File: config.mk
export PLATFORM = sky130hd
export DESIGN_NAME = maxpool_engine_flat
export DESIGN_NICKNAME = d
export VERILOG_FILES = /design/src/rtl/cnn_pkg.sv /design/src/rtl/maxpool_engine_if.sv /design/src/rtl/mp_addr_gen.sv /design/src/rtl/maxpool_engine.sv /design/src/flat_wrapper.sv
export SDC_FILE = /design/constraint.sdc
export NUM_CORES = 1
export LEC_CHECK = 0
export BUFFER_PORTS_ARGS = -buffer_cell sky130_fd_sc_hd__buf_2
export CORE_ASPECT_RATIO = 1.5
export CORE_MARGIN = 1.5
export CORE_UTILIZATION = 45
export DETAILED_ROUTE_END_ITERATION = 6
export HOLD_SLACK_MARGIN = 0.06
export PLACE_DENSITY_LB_ADDON = 0.15
export SYNTH_ARGS = -nofsm -noshare
export SYNTH_HDL_FRONTEND = slang
export SYNTH_SLANG_ARGS = --single-unit
File: constraint.sdc
create_clock -name clk -period 7.2 [get_ports clk]
set_input_delay 2.16 -clock clk [delete_from_list [all_inputs] [get_ports clk]]
set_output_delay 2.16 -clock clk [all_outputs]
set_load 0.02 [all_outputs]
File: src/rtl/cnn_pkg.sv
// Shared definitions for the CNN datapath blocks: bus widths, the max-pool
// FSM state encoding and the signed int8 max helper.
package cnn_pkg;

  localparam int ADDR_W = 16;
  localparam int DATA_W = 8;

  typedef enum logic [2:0] {
    S_IDLE = 3'd0,
    S_RD0  = 3'd1,
    S_RD1  = 3'd2,
    S_RD2  = 3'd3,
    S_RD3  = 3'd4,
    S_WAIT = 3'd5,
    S_WR   = 3'd6,
    S_DONE = 3'd7
  } state_t;

  // Signed int8 maximum; on a tie the current value is kept.
  function automatic logic [DATA_W-1:0] smax(input logic [DATA_W-1:0] cur,
                                              input logic [DATA_W-1:0] cand);
    return ($signed(cand) > $signed(cur)) ? cand : cur;
  endfunction

endpackage

File: src/rtl/maxpool_engine_if.sv
// RAM port bundle between the max-pool engine and the feature-map memory.
//
// Protocol: there is no backpressure. The read port is a fixed-latency
// request: when ram_en_r is high in cycle N, ram_data_r carries the byte at
// ram_addr_r during cycle N+1. A write happens in every cycle where
// ram_en and ram_wea are both high, using ram_addr_w / ram_data_w.
interface maxpool_engine_if;
  import cnn_pkg::*;

  logic [ADDR_W-1:0] ram_addr_r;
  logic              ram_en_r;
  logic [DATA_W-1:0] ram_data_r;
  logic [ADDR_W-1:0] ram_addr_w;
  logic [DATA_W-1:0] ram_data_w;
  logic              ram_en;
  logic              ram_wea;

  modport master (
    output ram_addr_r, ram_en_r, ram_addr_w, ram_data_w, ram_en, ram_wea,
    input  ram_data_r
  );

  modport slave (
    input  ram_addr_r, ram_en_r, ram_addr_w, ram_data_w, ram_en, ram_wea,
    output ram_data_r
  );

endinterface

File: src/rtl/mp_addr_gen.sv
// Output-pixel counters (ox, oy, c) and the read/write address arithmetic
// for the 2x2 stride-2 max-pool pass. All addresses wrap modulo 2^16.
module mp_addr_gen
  import cnn_pkg::*;
#(
  parameter int                IN_W     = 28,
  parameter int                IN_H     = 28,
  parameter int                CH       = 6,
  parameter logic [ADDR_W-1:0] IN_BASE  = 16'h0000,
  parameter logic [ADDR_W-1:0] OUT_BASE = 16'h8000
) (
  input  logic              clk,
  input  logic              rst,
  input  logic              clr,      // restart counters at pixel 0
  input  logic              adv,      // step to the next output pixel
  input  logic [1:0]        quad,     // {dy, dx} within the 2x2 window
  output logic              last,     // current pixel is the final one
  output logic [ADDR_W-1:0] rd_addr,
  output logic [ADDR_W-1:0] wr_addr
);

  localparam int          OW        = IN_W / 2;
  localparam int          OH        = IN_H / 2;
  localparam int unsigned PLANE_IN  = IN_W * IN_H;
  localparam int unsigned PLANE_OUT = OW * OH;
  localparam logic [7:0]  OW_M1     = 8'(OW - 1);
  localparam logic [7:0]  OH_M1     = 8'(OH - 1);
  localparam logic [7:0]  CH_M1     = 8'(CH - 1);

  logic [7:0] ox_q, ox_d, oy_q, oy_d, c_q, c_d;
  logic [7:0] nx_ox, nx_oy, nx_c;
  logic [7:0] sel_ox, sel_oy, sel_c;

  assign last = (ox_q == OW_M1) && (oy_q == OH_M1) && (c_q == CH_M1);

  // Next pixel in x-then-y-then-channel order, wrapping to 0 after the last.
  always_comb begin
    nx_ox = ox_q + 8'd1;
    nx_oy = oy_q;
    nx_c  = c_q;
    if (ox_q == OW_M1) begin
      nx_ox = '0;
      if (oy_q == OH_M1) begin
        nx_oy = '0;
        nx_c  = (c_q == CH_M1) ? '0 : c_q + 8'd1;
      end else begin
        nx_oy = oy_q + 8'd1;
      end
    end
  end

  // Counter update: clear on a new pass, step when the engine finishes a pixel.
  always_comb begin
    ox_d = ox_q;
    oy_d = oy_q;
    c_d  = c_q;
    if (clr) begin
      ox_d = '0;
      oy_d = '0;
      c_d  = '0;
    end else if (adv) begin
      ox_d = nx_ox;
      oy_d = nx_oy;
      c_d  = nx_c;
    end
  end

  // Read address looks ahead to the next pixel while stepping, so the first
  // read of a pixel can be issued in the same cycle the counters move.
  always_comb begin
    sel_ox  = adv ? nx_ox : ox_q;
    sel_oy  = adv ? nx_oy : oy_q;
    sel_c   = adv ? nx_c  : c_q;
    rd_addr = IN_BASE
            + 16'(32'(sel_c) * PLANE_IN)
            + 16'((32'({sel_oy, 1'b0}) + 32'(quad[1])) * 32'(IN_W))
            + 16'(32'({sel_ox, 1'b0}) + 32'(quad[0]));
    wr_addr = OUT_BASE
            + 16'(32'(c_q) * PLANE_OUT)
            + 16'(32'(oy_q) * 32'(OW))
            + 16'(32'(ox_q));
  end

  // Counter registers.
  always_ff @(posedge clk) begin
    if (rst) begin
      ox_q <= '0;
      oy_q <= '0;
      c_q  <= '0;
    end else begin
      ox_q <= ox_d;
      oy_q <= oy_d;
      c_q  <= c_d;
    end
  end

endmodule

File: src/rtl/maxpool_engine.sv
// 2x2 stride-2 max-pool engine over a channel-major int8 feature map.
// Each output pixel takes six cycles: four reads, one drain cycle for the
// last read's data, one write. All outputs are registered.
module maxpool_engine
  import cnn_pkg::*;
#(
  parameter int                IN_W     = 28,
  parameter int                IN_H     = 28,
  parameter int                CH       = 6,
  parameter logic [ADDR_W-1:0] IN_BASE  = 16'h0000,
  parameter logic [ADDR_W-1:0] OUT_BASE = 16'h8000
) (
  input  logic               clk,
  input  logic               rst,
  input  logic               start,
  maxpool_engine_if.master   ram,
  output logic               busy,
  output logic               end_flag,
  output state_t             dbg_state
);

  state_t            state_q, state_d;
  logic [DATA_W-1:0] max_q, max_d;
  logic [ADDR_W-1:0] addr_r_q, addr_r_d;
  logic              en_r_q, en_r_d;
  logic [ADDR_W-1:0] addr_w_q, addr_w_d;
  logic [DATA_W-1:0] data_w_q, data_w_d;
  logic              wr_q, wr_d;
  logic              busy_q, busy_d;
  logic              end_q, end_d;

  logic              clr, adv, last;
  logic [1:0]        quad;
  logic [ADDR_W-1:0] rd_addr, wr_addr;

  assign clr = (state_q == S_IDLE) && start;
  assign adv = (state_q == S_WR);

  mp_addr_gen #(
    .IN_W    (IN_W),
    .IN_H    (IN_H),
    .CH      (CH),
    .IN_BASE (IN_BASE),
    .OUT_BASE(OUT_BASE)
  ) u_addr_gen (
    .clk    (clk),
    .rst    (rst),
    .clr    (clr),
    .adv    (adv),
    .quad   (quad),
    .last   (last),
    .rd_addr(rd_addr),
    .wr_addr(wr_addr)
  );

  // State sequencing and running max; data for read N arrives one state later.
  always_comb begin
    state_d  = state_q;
    max_d    = max_q;
    data_w_d = data_w_q;
    case (state_q)
      S_IDLE: if (start) state_d = S_RD0;
      S_RD0:  state_d = S_RD1;
      S_RD1: begin
        max_d   = ram.ram_data_r;
        state_d = S_RD2;
      end
      S_RD2: begin
        max_d   = smax(max_q, ram.ram_data_r);
        state_d = S_RD3;
      end
      S_RD3: begin
        max_d   = smax(max_q, ram.ram_data_r);
        state_d = S_WAIT;
      end
      S_WAIT: begin
        max_d    = smax(max_q, ram.ram_data_r);
        data_w_d = max_d;
        state_d  = S_WR;
      end
      S_WR:   state_d = last ? S_DONE : S_RD0;
      S_DONE: state_d = S_IDLE;
      default: state_d = S_IDLE;
    endcase
  end

  // Output decode from the next state so every strobe is a flop output.
  always_comb begin
    case (state_d)
      S_RD1:   quad = 2'd1;
      S_RD2:   quad = 2'd2;
      S_RD3:   quad = 2'd3;
      default: quad = 2'd0;
    endcase
    en_r_d   = (state_d == S_RD0) || (state_d == S_RD1) ||
               (state_d == S_RD2) || (state_d == S_RD3);
    addr_r_d = en_r_d ? rd_addr : addr_r_q;
    wr_d     = (state_d == S_WR);
    addr_w_d = wr_d ? wr_addr : addr_w_q;
    busy_d   = (state_d != S_IDLE);
    end_d    = (state_d == S_DONE);
  end

  // FSM and output registers; reset wins over start.
  always_ff @(posedge clk) begin
    if (rst) begin
      state_q  <= S_IDLE;
      max_q    <= '0;
      addr_r_q <= '0;
      en_r_q   <= 1'b0;
      addr_w_q <= '0;
      data_w_q <= '0;
      wr_q     <= 1'b0;
      busy_q   <= 1'b0;
      end_q    <= 1'b0;
    end else begin
      state_q  <= state_d;
      max_q    <= max_d;
      addr_r_q <= addr_r_d;
      en_r_q   <= en_r_d;
      addr_w_q <= addr_w_d;
      data_w_q <= data_w_d;
      wr_q     <= wr_d;
      busy_q   <= busy_d;
      end_q    <= end_d;
    end
  end

  assign ram.ram_addr_r = addr_r_q;
  assign ram.ram_en_r   = en_r_q;
  assign ram.ram_addr_w = addr_w_q;
  assign ram.ram_data_w = data_w_q;
  assign ram.ram_en     = wr_q;
  assign ram.ram_wea    = wr_q;
  assign busy           = busy_q;
  assign end_flag       = end_q;
  assign dbg_state      = state_q;

endmodule

File: src/flat_wrapper.sv
// flat-port wrapper written by rule: the top's interface ports become plain ports
module maxpool_engine_flat import cnn_pkg::*;
#(
  parameter int                IN_W     = 28,
  parameter int                IN_H     = 28,
  parameter int                CH       = 6,
  parameter logic [ADDR_W-1:0] IN_BASE  = 16'h0000,
  parameter logic [ADDR_W-1:0] OUT_BASE = 16'h8000
)
  (clk, rst, start, busy, end_flag, dbg_state, ram_ram_addr_r, ram_ram_en_r, ram_ram_addr_w, ram_ram_data_w, ram_ram_en, ram_ram_wea, ram_ram_data_r);
  maxpool_engine_if ram_i ();
  input  logic clk;
  input  logic rst;
  input  logic start;
  output logic busy;
  output logic end_flag;
  output state_t dbg_state;
  output wire logic [$bits(ram_i.ram_addr_r)-1:0] ram_ram_addr_r;
  output wire logic [$bits(ram_i.ram_en_r)-1:0] ram_ram_en_r;
  output wire logic [$bits(ram_i.ram_addr_w)-1:0] ram_ram_addr_w;
  output wire logic [$bits(ram_i.ram_data_w)-1:0] ram_ram_data_w;
  output wire logic [$bits(ram_i.ram_en)-1:0] ram_ram_en;
  output wire logic [$bits(ram_i.ram_wea)-1:0] ram_ram_wea;
  input wire logic [$bits(ram_i.ram_data_r)-1:0] ram_ram_data_r;
  assign ram_ram_addr_r = ram_i.ram_addr_r;
  assign ram_ram_en_r = ram_i.ram_en_r;
  assign ram_ram_addr_w = ram_i.ram_addr_w;
  assign ram_ram_data_w = ram_i.ram_data_w;
  assign ram_ram_en = ram_i.ram_en;
  assign ram_ram_wea = ram_i.ram_wea;
  assign ram_i.ram_data_r = ram_ram_data_r;
  maxpool_engine #(.IN_W(IN_W), .IN_H(IN_H), .CH(CH), .IN_BASE(IN_BASE), .OUT_BASE(OUT_BASE)) u_core (.clk(clk), .rst(rst), .start(start), .ram(ram_i), .busy(busy), .end_flag(end_flag), .dbg_state(dbg_state));
endmodule
After elaboration in Yosys (flattened, before gate mapping)
Cells that the tools add are included.
Word-level totals
  flip-flop bits (word level): 79
  input port bits: 11
  output and inout bits: 48
  logic and storage cells: 69
Cells by class
  add/subtract/negate cells: 10
  multipliers: 4
  order comparisons: 1
  equality and inequality tests: 16
  mux-type cells: 15
  reduce and logical (&&, ||, !) cells: 11
Operator list (number)
  2-to-1 mux 8 bit: 10
  adder 8 x 1 -> 8 bit (second input constant): 3
  one-hot mux 3 bit (8 select lines): 1
  == test 3 bit (second input constant): 7
  adder 9 x 1 -> 10 bit: 2
  adder 16 x 10 -> 16 bit: 1
  adder 16 x 12 -> 16 bit: 1
  adder 16 x 15 -> 16 bit: 1
  adder 16 bit (first input constant): 1
  adder 16 x 8 -> 16 bit: 1
  == test 8 x 4 -> 1 bit (second input constant): 2
  one-hot mux 8 bit (2 select lines): 1
  multiplier 8 x 6 -> 14 bit (second input constant): 1
  multiplier 10 x 3 -> 13 bit (second input constant): 1
  == test 3 x 2 -> 1 bit (second input constant): 4
  multiplier 8 x 6 -> 12 bit (second input constant): 1
  multiplier 8 x 3 -> 11 bit (second input constant): 1
  == test 8 x 3 -> 1 bit (second input constant): 1
  greater-than comparator 8 bit: 1
  == test 3 x 1 -> 1 bit (second input constant): 2
  2-to-1 mux 3 bit: 2
  one-hot mux 2 bit (3 select lines): 1
  logical AND 1 bit: 3
  zero test 3 bit: 1
  5 further kinds: 7

Logic depth before layout (Yosys ltp)
Gate-level depths: netlist of run 1.
  depth after elaboration: 11
  depth in mapped cells: 26
  mapped depth without buffers: 25

Modules after synthesis
A second synthesis of run 1 with hierarchy kept.
Second synthesis, totals
  cell total of the unflattened synthesis: 883
  area total of the unflattened synthesis: 7604.8 sq um
By module, submodules not included
  mp_addr_gen: instances 1, cells an instance 610, area an instance 5152.4 sq um
  maxpool_engine: instances 1, cells an instance 273, area an instance 2452.4 sq um

Worst setup path after synthesis of run 1
Ideal clock, no wire load.
  kind: reg2reg
  from: register u_core.u_addr_gen.oy_q[6]
  to: register u_core.addr_r_q[15], in the netlist u_core.ram.ram_addr_r[15]
  arrival time: 5.377 ns
  slack: 1.728 ns
  stages on the path, launching flop included: 24
  path buffers: 2
  period minus slack after synthesis: 5.472 ns
  path through: dfxtp_1 inv_1 ha_1 and4_1 and4_1 clkbuf_1 buf_2 nor2_1 fa_1 fa_1 a21o_1 a21oi_1 o21bai_1 a21oi_1 o21ai_0 xor2_1 ha_1 ha_1 a41oi_1 o21ai_0 a21oi_1 o21ai_0 or3_1 o311ai_1
On the way
  elaborated cells between the ends (all ways): 26
  classes of those cells: 5 x add/sub; 2 x mul; 5 x eq/ne; 9 x mux; 5 x reduce/logical
RTL lines
  start: declaration: RTL line mp_addr_gen.sv:30  | logic [7:0] ox_q, ox_d, oy_q, oy_d, c_q, c_d;
  start signal: assignment: RTL line mp_addr_gen.sv:92  | oy_q <= oy_d;
  == test 8 x 4 -> 1 bit: RTL line mp_addr_gen.sv:43  | if (oy_q == OH_M1) begin
  2-to-1 mux 8 bit: RTL line mp_addr_gen.sv:43
  2-to-1 mux 8 bit: RTL line mp_addr_gen.sv:41  | if (ox_q == OW_M1) begin
  2-to-1 mux 8 bit
  net u_core.u_addr_gen.sel_oy[2]: RTL line mp_addr_gen.sv:32  | logic [7:0] sel_ox, sel_oy, sel_c;
  adder 9 x 1 -> 10 bit: RTL line mp_addr_gen.sv:76  | + 16'((32'({sel_oy, 1'b0}) + 32'(quad[1])) * 32'(IN_W))
  multiplier 10 x 3 -> 13 bit: RTL line mp_addr_gen.sv:76
  adder 16 x 15 -> 16 bit: RTL line mp_addr_gen.sv:76
  adder 16 x 10 -> 16 bit: RTL line mp_addr_gen.sv:77  | + 16'(32'({sel_ox, 1'b0}) + 32'(quad[0]));
  end signal: assignment: RTL line maxpool_engine.sv:119  | addr_r_q <= addr_r_d;
  end: declaration: RTL line maxpool_engine.sv:24  | logic [ADDR_W-1:0] addr_r_q, addr_r_d;
The timed path passes the listed nets, and every way through them passes these cells.
A chain may end at the register's enable or synchronous reset.

Worst setup path after layout of run 1
  from: register u_core.u_addr_gen.oy_q[3]
  to: register u_core.addr_r_q[15], in the netlist u_core.ram.ram_addr_r[15]
On the way
  elaborated cells between the ends (all ways): 26
  classes of those cells: 5 x add/sub; 2 x mul; 5 x eq/ne; 9 x mux; 5 x reduce/logical
RTL lines
  == test 8 x 4 -> 1 bit: RTL line mp_addr_gen.sv:43
  2-to-1 mux 8 bit: RTL line mp_addr_gen.sv:43
  2-to-1 mux 8 bit: RTL line mp_addr_gen.sv:41
  2-to-1 mux 8 bit
  net u_core.u_addr_gen.sel_c[2]: RTL line mp_addr_gen.sv:32
  multiplier 8 x 6 -> 12 bit: RTL line mp_addr_gen.sv:75  | + 16'(32'(sel_c) * PLANE_IN)
  adder 16 x 15 -> 16 bit: RTL line mp_addr_gen.sv:76
  adder 16 x 10 -> 16 bit: RTL line mp_addr_gen.sv:77
The timed path passes the listed nets, and every way through them passes these cells.

==> out/qor.txt, run 1 <==
Crit Reg-Reg Endpoint = u_core.ram.ram_addr_r[15]
Post-synthesis sequential area ratio = 0.213
Primary FF master, synth = dfxtp_1
Initial DRT Pass Iterations = 4
PostCTS Resize Cnt = 0
Port bufs = 58
Setup TNS = 0 ps
Critical-path maximum fanout = 15
Die Height = 160 um
Hold Path Sink = u_core.ram.ram_addr_r[6]
Setup slack, reg-to-reg = 980 ps
Total chip power = 0.00106 W
Total of warnings raised by yosys = 0
Crit end category = flip-flop
Final core utilization = 0.506
WL per Instance = 15.2 um
Antenna Cells = 0
Relative slew slack = 0.207
Reg2Reg Depth = 22
HPWL after DPL = 13.8 mm
Status = finished clean
IO Pins = 59
Async SR Flop Fraction = 0
RSZ-0062 raised after global routing = false
Max Freq = 161 MHz
Combinational Power Share = 0.123
Slew @ Worst Pin = 1190 ps
R2R Path Start = u_core.u_addr_gen.oy_q[3]
FF+latch area = 1580 sq um
# Post-CTS Setup Buffers = 0
First-pass GRT wire length = 28.6 mm
Area of the multi-input gates = 5360 sq um
Mapped Area = 7430 sq um
Fin worst setup slack = 985 ps
Critical path data required time = 7450 ps
Max incr delay on CP = 590 ps
Clk pwr share = 0.445
Post-Syn Area per Cell = 8.51 sq um
Grt ovf = 0
Hold/Removal Path Class = reg2reg
Post-synthesis register bit count = 79
Syn Inst Count = 873
Via count = 6190
Post-route ant nets = 0
Clk sinks = 79
Synth top area cells = ha_1 22%, dfxtp_1 21%, fa_1 9.7%
Detailed Route WL = 17.2 mm
Worst-Skew Late Latency = 340 ps
Share of the synthesized area in the top cell type = 0.217
Startpoint types = flip-flop
Peak supply drop = 0.118 mV
Tcrit/Tclk final = 0.863
Initial antenna violation count = 0
# DRC = 0
Layout cell share with drive strength beyond 1 = 0.111
CP Launch Point = u_core.u_addr_gen.oy_q[3]
Fill count = 1607
Crit-path cells = ha_1, and4_1, and4_1, nand2_1, o31ai_1, ha_1, inv_1, fa_1, inv_1, ha_1, ha_1, inv_1, fa_1, xnor2_1, ha_1, ha_1, a41oi_1, o21ai_0, a21oi_1, o21ai_0, or3_1, o311ai_1
H-Tree Level Count = 3
Power share of the sequential group = 0.432
Post-cts hold buffer count = 0
Cell taking the most area after synthesis = ha_1
Slew Limit Fails = 0
Clock Path Buffers = 2
Synth unique cells = 64
Synthesis-to-layout area growth = 10.2%
Leak = 4.12 nW
Initial core utilization = 0.459
Pre-CTS WS = 1010 ps
Critical path arrival = 6460 ps
WS Path Type = reg2reg
Vias in the first global route = 5973
Final Hold Viols = 0
Switching share of power = 0.280
Core ar. = 16200 sq um
Cell Rows = 57
Die W = 108 um
Clock slew at reported path FFs = 70 ps
Avg Vias per Cell = 5.48
CP bufs+invs = 3
1st-iter DRT viols = 468
P_int = 0.000764 W
Hold_sp = u_core.ram.ram_addr_r[6]
CP top delay family = adder cells
Die area = 17300 sq um
Total GRT Usage = 0.208
Post-synth EDFFs = 0
Cell mode on critical path = ha_1
Sw Pwr = 0.000298 W
Inserted Clock Buffers = 9
Nets = 1095
CP max-delay cell = o31ai_1
Number of max-cap violations = 0
Clock root cell = clkbuf_16
Final setup fails = 0
Syn nets = 1049
Final GP Congestion = 0.860
Hold path cells = 2
Max Clock Skew = 8.58 ps
Largest net degree at the start of global routing = 59
PD cells = 130 nW/um^2
Min Hold Slack = 450 ps
Fin crit period = 6220 ps
CTS tree = built
-- worst reg2reg max path: stages, from the launching register on --
cell	delay, ps
dfxtp_1	520
ha_1	250
and4_1	320
and4_1	570
nand2_1	190
o31ai_1	590
ha_1	220
inv_1	50
fa_1	500
inv_1	40
ha_1	270
ha_1	180
inv_1	60
fa_1	400
xnor2_1	150
ha_1	300
ha_1	350
a41oi_1	190
o21ai_0	100
a21oi_1	190
o21ai_0	140
or3_1	330
o311ai_1	220
-- synthesized netlist by cell type (13+ instances only) --
| library cell | number |
|---|---|
| ha_1 | 129 |
| inv_1 | 100 |
| a21oi_1 | 81 |
| dfxtp_1 | 79 |
| nor2_1 | 71 |
| nand2_1 | 69 |
| fa_1 | 36 |
| xnor2_1 | 35 |
| o21ai_0 | 26 |
| nor3_1 | 22 |
| a211oi_1 | 18 |
| clkbuf_1 | 17 |
| nor2b_1 | 15 |
| a21o_1 | 13 |
| nand3_1 | 13 |
-- sequential cells by signal, indices dropped and copies added (netlist names), 3 cells and up --
register	cells
u_core.u_addr_gen.c_q	8
u_core.dbg_state	3
u_core.max_q	8
u_core.ram.ram_addr_r	16
u_core.ram.ram_addr_w	16
u_core.u_addr_gen.oy_q	8
u_core.ram.ram_data_w	8
u_core.u_addr_gen.ox_q	8
-- layout by cell type, fill, tap and decap left out, drive strengths merged, types with 4 or more instances in the layout --
| master | netlist | routed |
|---|---|---|
| nand4 | 8 | 8 |
| o31ai | 5 | 5 |
| a211o | 5 | 5 |
| a21o | 13 | 13 |
| and4 | 4 | 4 |
| nand2 | 69 | 69 |
| nand2b | 5 | 5 |
| xnor2 | 35 | 35 |
| ha | 129 | 129 |
| clkbuf | 17 | 9 |
| nor3 | 25 | 25 |
| a211oi | 19 | 19 |
| fa | 36 | 36 |
| o211ai | 5 | 5 |
| o21a | 11 | 11 |
| o221a | 9 | 9 |
| o22ai | 9 | 9 |
| a21oi | 82 | 82 |
| or3 | 6 | 6 |
| nor2 | 71 | 71 |
| dfxtp | 79 | 79 |
| o21ai | 30 | 30 |
| o21bai | 8 | 8 |
| nor2b | 15 | 15 |
| nand3 | 13 | 13 |
| inv | 100 | 102 |
| buf | 10 | 62 |
| or4 | 4 | 4 |
| xor2 | 11 | 11 |
-- stage by stage --
stage / area (sq um) / cells
6_report: 8190 / 1129
2_1_floorplan: 7430 / 873
3_3_place_gp: 7900 / 1114
4_1_cts: 8190 / 1129
5_1_grt: 8190 / 1129
3_5_place_dp: 7900 / 1114
-- cells by family (layout without fill, tap and decap cells) --
family | after synthesis | in the layout | synth area share
AND/OR/NAND/NOR | 234 | 234 | 0.154
AO/OA/AOI/OAI | 219 | 219 | 0.194
adder cells (fa/ha/maj) | 165 | 165 | 0.314
buffers and inverters | 127 | 177 | 0.0667
flip-flops | 79 | 79 | 0.213
XOR/XNOR | 46 | 46 | 0.0542
multiplexers | 3 | 3 | 0.00421
-- area by class of cell --
type / count / share of cell area
clock buffer: 9 / 0.0275
multi-input combinational: 667 / 0.654
inverter: 100 / 0.0458
tap: 206 / 0.0315
sequential: 79 / 0.193
timing repair buffer: 62 / 0.0391
clock inverter: 6 / 0.00855
-- power by group through the flow --
| stage | sequential, W | combinational [W] | clock, W |
|---|---|---|---|
| after floorplan | 0.000473 | 0.0000877 | 0 |
| after global placement | 0.000468 | 0.000132 | 0 |
| after detailed placement | 0.000469 | 0.000132 | 0 |
| after CTS | 0.000459 | 0.000132 | 0.000484 |
| after global routing | 0.000460 | 0.000145 | 0.000501 |
| final | 0.000459 | 0.000131 | 0.000473 |
-- metal layers --
metal  share of wire  track usage  vias up
li1                -            -     3148
met5               0            0        -
met1            0.44        0.244     2924
met3           0.022       0.0313       29
met4           0.026       0.0718        0
met2            0.52        0.380       89
-- how the worst max path moves through the flow --
| stage | to | slack, ps | cells past startpoint |
|---|---|---|---|
| 2_1_floorplan | u_core.ram.ram_addr_r[15] | 1730 | 23 |
| 3_3_place_gp | u_core.ram.ram_addr_r[15] | 1160 | 22 |
| 3_5_place_dp | u_core.ram.ram_addr_r[15] | 1010 | 22 |
| 4_1_cts | u_core.ram.ram_addr_r[15] | 980 | 22 |
| 5_1_grt | u_core.ram.ram_addr_r[15] | 420 | 22 |
| 6_report | u_core.ram.ram_addr_r[15] | 980 | 22 |
(Power assumes the default switching activity.)
==> run 2: changes to the inputs <==
Settings changed: CORE_MARGIN 1.5 to not set, MAX_ROUTING_LAYER set to met4, SYNTH_HIERARCHICAL set to 1.
==> out/qor.txt, run 2 <==
Final core utilization = 0.511
Cell taking the most area after synthesis = ha_1
Avg Vias per Cell = 5.24
Critical path arrival = 6290 ps
Max Clock Skew = 8.52 ps
Crit-path cells = nor2b_1, and2_1, inv_1, nor4_4, nand2_1, o21ai_0, ha_1, inv_1, fa_1, inv_1, ha_1, ha_1, inv_1, fa_1, inv_1, ha_1, ha_1, o21a_1, a21o_1, a41oi_1, xnor2_1, mux2i_1, nor2_1
Status = finished clean
Antenna Cells = 0
Port bufs = 58
Share of the synthesized area in the top cell type = 0.220
Reg2Reg Depth = 23
Inserted Clock Buffers = 9
Syn nets = 1057
Post-synthesis sequential area ratio = 0.208
Peak supply drop = 0.103 mV
WL per Instance = 14.1 um
Final Hold Viols = 0
Initial DRT Pass Iterations = 4
Post-synthesis register bit count = 79
Hold path cells = 2
PD cells = 129 nW/um^2
Crit end category = flip-flop
Mapped Area = 7600 sq um
Largest net degree at the start of global routing = 64
CP top delay family = adder cells
Total of warnings raised by yosys = 6
CTS tree = built
Hold/Removal Path Class = reg2reg
Synth top area cells = ha_1 22%, dfxtp_1 21%, fa_1 7.6%
Initial antenna violation count = 0
Post-cts hold buffer count = 0
Max Freq = 165 MHz
H-Tree Level Count = 3
Worst-Skew Late Latency = 350 ps
Final GP Congestion = 0.835
Startpoint types = flip-flop
Post-route ant nets = 0
Async SR Flop Fraction = 0
Clock root cell = clkbuf_16
Slew @ Worst Pin = 721 ps
Layout cell share with drive strength beyond 1 = 0.107
Post-Syn Area per Cell = 8.61 sq um
Critical Path Stages = 23
Critical path data required time = 7420 ps
Max incr delay on CP = 620 ps
Final setup fails = 0
Die Height = 161 um
Min Hold Slack = 451 ps
Post-synth EDFFs = 0
Core ar. = 16300 sq um
Clock slew at reported path FFs = 60 ps
Commonest non-fill, non-tap cell in the layout = ha_1
# Post-CTS Setup Buffers = 0
WS Path Type = reg2reg
Cell Rows = 57
Via count = 5936
Tcrit/Tclk final = 0.843
Relative slew slack = 0.518
IO Pins = 59
Fin crit period = 6070 ps
Pre-CTS WS = 1090 ps
HPWL after DPL = 12.7 mm
Clock Path Buffers = 2
Most frequent cell after synthesis = ha_1
Critical-path maximum fanout = 13
Detailed Route WL = 16.0 mm
RSZ-0062 raised after global routing = false
1st-iter DRT viols = 237
Post-synth top cells = 134 x ha_1, 95 x inv_1, 79 x dfxtp_1
PostCTS Resize Cnt = 0
Number of max-cap violations = 0
Die W = 108 um
Grt ovf = 0
CP bufs+invs = 5
Initial core utilization = 0.466
Clk sinks = 79
Primary FF master, synth = dfxtp_1
Nets = 1096
# DRC = 0
Slew Limit Fails = 0
CP max-delay cell = dfxtp_1
Vias in the first global route = 5812
Die area = 17400 sq um
Setup TNS = 0 ps
Fin worst setup slack = 1130 ps
Synth unique cells = 71
Total GRT Usage = 0.201
Syn Inst Count = 883
First-pass GRT wire length = 27.1 mm
Leak = 4.24 nW
Synthesis-to-layout area growth = 9.74%
Most frequent cells in the layout = 134 x ha_1, 95 x inv_1, 79 x dfxtp_1
-- run 2: layout make-up --
type | count | area, sq um
fillers | 1582 | 7990
clock inverters | 6 | 116
flip-flops and latches | 79 | 1580
clock buffers | 10 | 229
well taps | 206 | 258
repair buffers | 60 | 305
inverters | 95 | 357
multi-input cells | 677 | 5500
-- run 2: per-stage QoR --
stage,instance area [sq um],cells,total power (W)
floorplan,7600,883,0.000535
global placement,8000,1117,0.000553
detailed placement,8000,1117,0.000554
CTS,8350,1133,0.00110
global route,8350,1133,0.00113
finish,8350,1133,0.00108
-- run 2: tightest hold or removal path, delay by kind of cell, from the launching register on --
kind / cells / cell delay, ps
simple gates: 1 / 50
compound gates: 1 / 50
flops: 1 / 300
-- run 2: logic make-up after synthesis --
kind of cell,share of synthesized area
flops,0.208
mux,0.0372
fa+ha+maj,0.297
xor+xnor,0.0668
compound gates,0.154
buf+inv,0.0689
simple gates,0.168
-- run 2: worst paths after layout --
check                           slack, ps                        end                       from
worst max register to register       1130  u_core/ram.ram_addr_r[15]        u_core/dbg_state[1]
worst min register to register        450  u_core/ram.ram_addr_w[10]  u_core/ram.ram_addr_w[10]
worst max-delay path                 1130  u_core/ram.ram_addr_r[15]        u_core/dbg_state[1]
worst min-delay path                  450  u_core/ram.ram_addr_w[10]  u_core/ram.ram_addr_w[10]
-- run 2: metal layers --
metal  vias to the layer above  global-route usage  share of wire
li1                       3105                   -              -
met1                      2754               0.223           0.43
met2                        66               0.369           0.54
met3                        11              0.0278          0.026
met4                         0              0.0523         0.0096
met5                         -                   -              0
-- run 2: where the power goes --
group / switching (W) / internal (W) / leakage, nW / total, W
logic: 0.0000544 / 0.0000356 / 3.43 / 0.0000901
clock network: 0.000196 / 0.000342 / 0.168 / 0.000538
registers: 0.00000749 / 0.000445 / 0.638 / 0.000452
total: 0.000258 / 0.000823 / 4.24 / 0.00108
==> run 3: changes to the inputs <==
Settings changed: ABC_AREA set to 1.
Clock period 7.2 ns to 5.8 ns, I/O delays scaled along.
==> out/qor.txt, run 3 <==
Status = finished clean
Initial DRT Pass Iterations = 4
P_int = 0.000981 W
Most frequent cells in the layout = 182 x inv_1, 174 x nand2_1, 134 x ha_1
Detailed Route WL = 18.1 mm
WL per Instance = 13.5 um
Inserted Clock Buffers = 9
PostCTS Resize Cnt = 0
RSZ-0062 raised after global routing = false
Total of warnings raised by yosys = 6
Fill count = 1739
Clock Path Buffers = 2
Peak supply drop = 0.173 mV
Initial core utilization = 0.465
Post-synthesis sequential area ratio = 0.201
Async SR Flop Fraction = 0
Commonest non-fill, non-tap cell in the layout = inv_1
Hold/Removal Path Class = reg2reg
Post-synth top cells = 182 x inv_1, 174 x nand2_1, 134 x ha_1
Layout cell share with drive strength beyond 1 = 0.109
Critical-path maximum fanout = 7
Tcrit/Tclk final = 0.921
WS Path Type = reg2reg
Grt ovf = 0
Post-Syn Area per Cell = 7.33 sq um
Max incr delay on CP = 500 ps
Number of max-cap violations = 0
Slew Limit Fails = 0
IO Pins = 59
Initial antenna violation count = 0
Via count = 6735
Critical path arrival = 5580 ps
Mapped Area = 7860 sq um
Cell taking the most area after synthesis = ha_1
Startpoint types = flip-flop
CTS tree = built
Max Clock Skew = 11.8 ps
# DRC = 0
Slew @ Worst Pin = 1110 ps
CP max-delay cell = fa_1
Sw Pwr = 0.000487 W
Synth top area cells = ha_1 21%, dfxtp_1 20%, inv_1 8.7%
Vias in the first global route = 6534
Max Freq = 187 MHz
Cell Rows = 58
Power share of the sequential group = 0.412
Relative slew slack = 0.260
# Post-CTS Setup Buffers = 0
Clk sinks = 79
Total GRT Usage = 0.221
H-Tree Level Count = 3
Combinational Power Share = 0.213
Synthesis-to-layout area growth = 9.61%
Avg Vias per Cell = 5.02
Die area = 18000 sq um
First-pass GRT wire length = 30.0 mm
Die Height = 164 um
Synth unique cells = 51
HPWL after DPL = 15.0 mm
Post-synth EDFFs = 0
Die W = 110 um
Final GP Congestion = 0.871
Post-synthesis register bit count = 79
Final setup fails = 0
Nets = 1300
Min Hold Slack = 479 ps
CP Launch Point = u_core/u_addr_gen/oy_q[5]
Post-route ant nets = 0
Core ar. = 16900 sq um
Most frequent cell after synthesis = inv_1
Share of the synthesized area in the top cell type = 0.213
Primary FF master, synth = dfxtp_1
Post-cts hold buffer count = 0
Critical path data required time = 6040 ps
Clock root cell = clkbuf_16
Leak = 4.99 nW
Largest net degree at the start of global routing = 42
Port bufs = 58
Antenna Cells = 0
Worst-Skew Late Latency = 340 ps
1st-iter DRT viols = 271
R2R Path Start = u_core/u_addr_gen/oy_q[5]
Syn nets = 1247
Crit end category = flip-flop
Final Hold Viols = 0
Setup TNS = 0 ps
Clock slew at reported path FFs = 70 ps
Clk pwr share = 0.375
PD cells = 170 nW/um^2
Switching share of power = 0.332
Fin crit period = 5340 ps
Cell mode on critical path = ha_1
Hold_sp = u_core/ram.ram_addr_r[13]
Syn Inst Count = 1073
-- run 3: cell type report --
class | instances | area [sq um] | area share
sequential | 79 | 1580 | 0.184
timing repair buffer | 62 | 320 | 0.0372
inverter | 194 | 732 | 0.0850
multi-input combinational | 780 | 5430 | 0.631
clock inverter | 7 | 61.3 | 0.00712
clock buffer | 9 | 225 | 0.0261
tap | 210 | 263 | 0.0305
-- run 3: critical path, delay by kind of cell, from the launching register on --
| kind | cells | cell delay, ps |
|---|---|---|
| buf+inv | 5 | 380 |
| compound gates | 3 | 430 |
| xor+xnor | 1 | 140 |
| simple gates | 10 | 1390 |
| fa+ha+maj | 8 | 2490 |
| flops | 1 | 400 |
-- run 3: final timing paths --
| path | slack, ps | end | cells past startpoint |
|---|---|---|---|
| setup / recovery | 460 | u_core/ram.ram_addr_r[15] | 27 |
| hold / removal | 480 | u_core/ram.ram_addr_r[13] | 2 |
| setup reg to reg | 460 | u_core/ram.ram_addr_r[15] | 27 |
| hold reg to reg | 480 | u_core/ram.ram_addr_r[13] | 2 |
-- run 3: routing by layer --
metal  track usage  wire [um]  vias to the layer above
met4        0.0861        502                        0
met3        0.0278        496                       34
met2         0.422       9930                      101
met5             -          0                        -
met1         0.220       7170                     3036
li1              -          -                     3564
-- run 3: cell families after synthesis --
group | after synthesis | synth area share
DFF | 79 | 0.201
buffers and inverters | 214 | 0.108
AOI/OAI and AO/OA | 163 | 0.119
adders and majority gates | 163 | 0.287
xor gates and xnor gates | 49 | 0.0546
and+or+nand+nor | 405 | 0.230
-- run 3: power by group through the flow --
| stage | clock, W | sequential [W] | combinational (W) |
|---|---|---|---|
| 6_report | 0.000550 | 0.000605 | 0.000313 |
| 5_1_grt | 0.000587 | 0.000611 | 0.000356 |
| 4_1_cts | 0.000571 | 0.000606 | 0.000316 |
| 3_5_place_dp | 0 | 0.000618 | 0.000315 |
| 3_3_place_gp | 0 | 0.000617 | 0.000315 |
| 2_1_floorplan | 0 | 0.000657 | 0.000197 |
-- run 3: through the flow --
step	total power, W	instances	area (sq um)	utilization	setup WS (ps)
6_report	0.00147	1341	8620	0.510	458
5_1_grt	0.00155	1341	8620	0.510	22.2
4_1_cts	0.00149	1341	8620	0.510	443
3_5_place_dp	0.000933	1325	8330	0.493	460
3_3_place_gp	0.000932	1325	8330	0.493	561
2_1_floorplan	0.000854	1073	7860	-	736
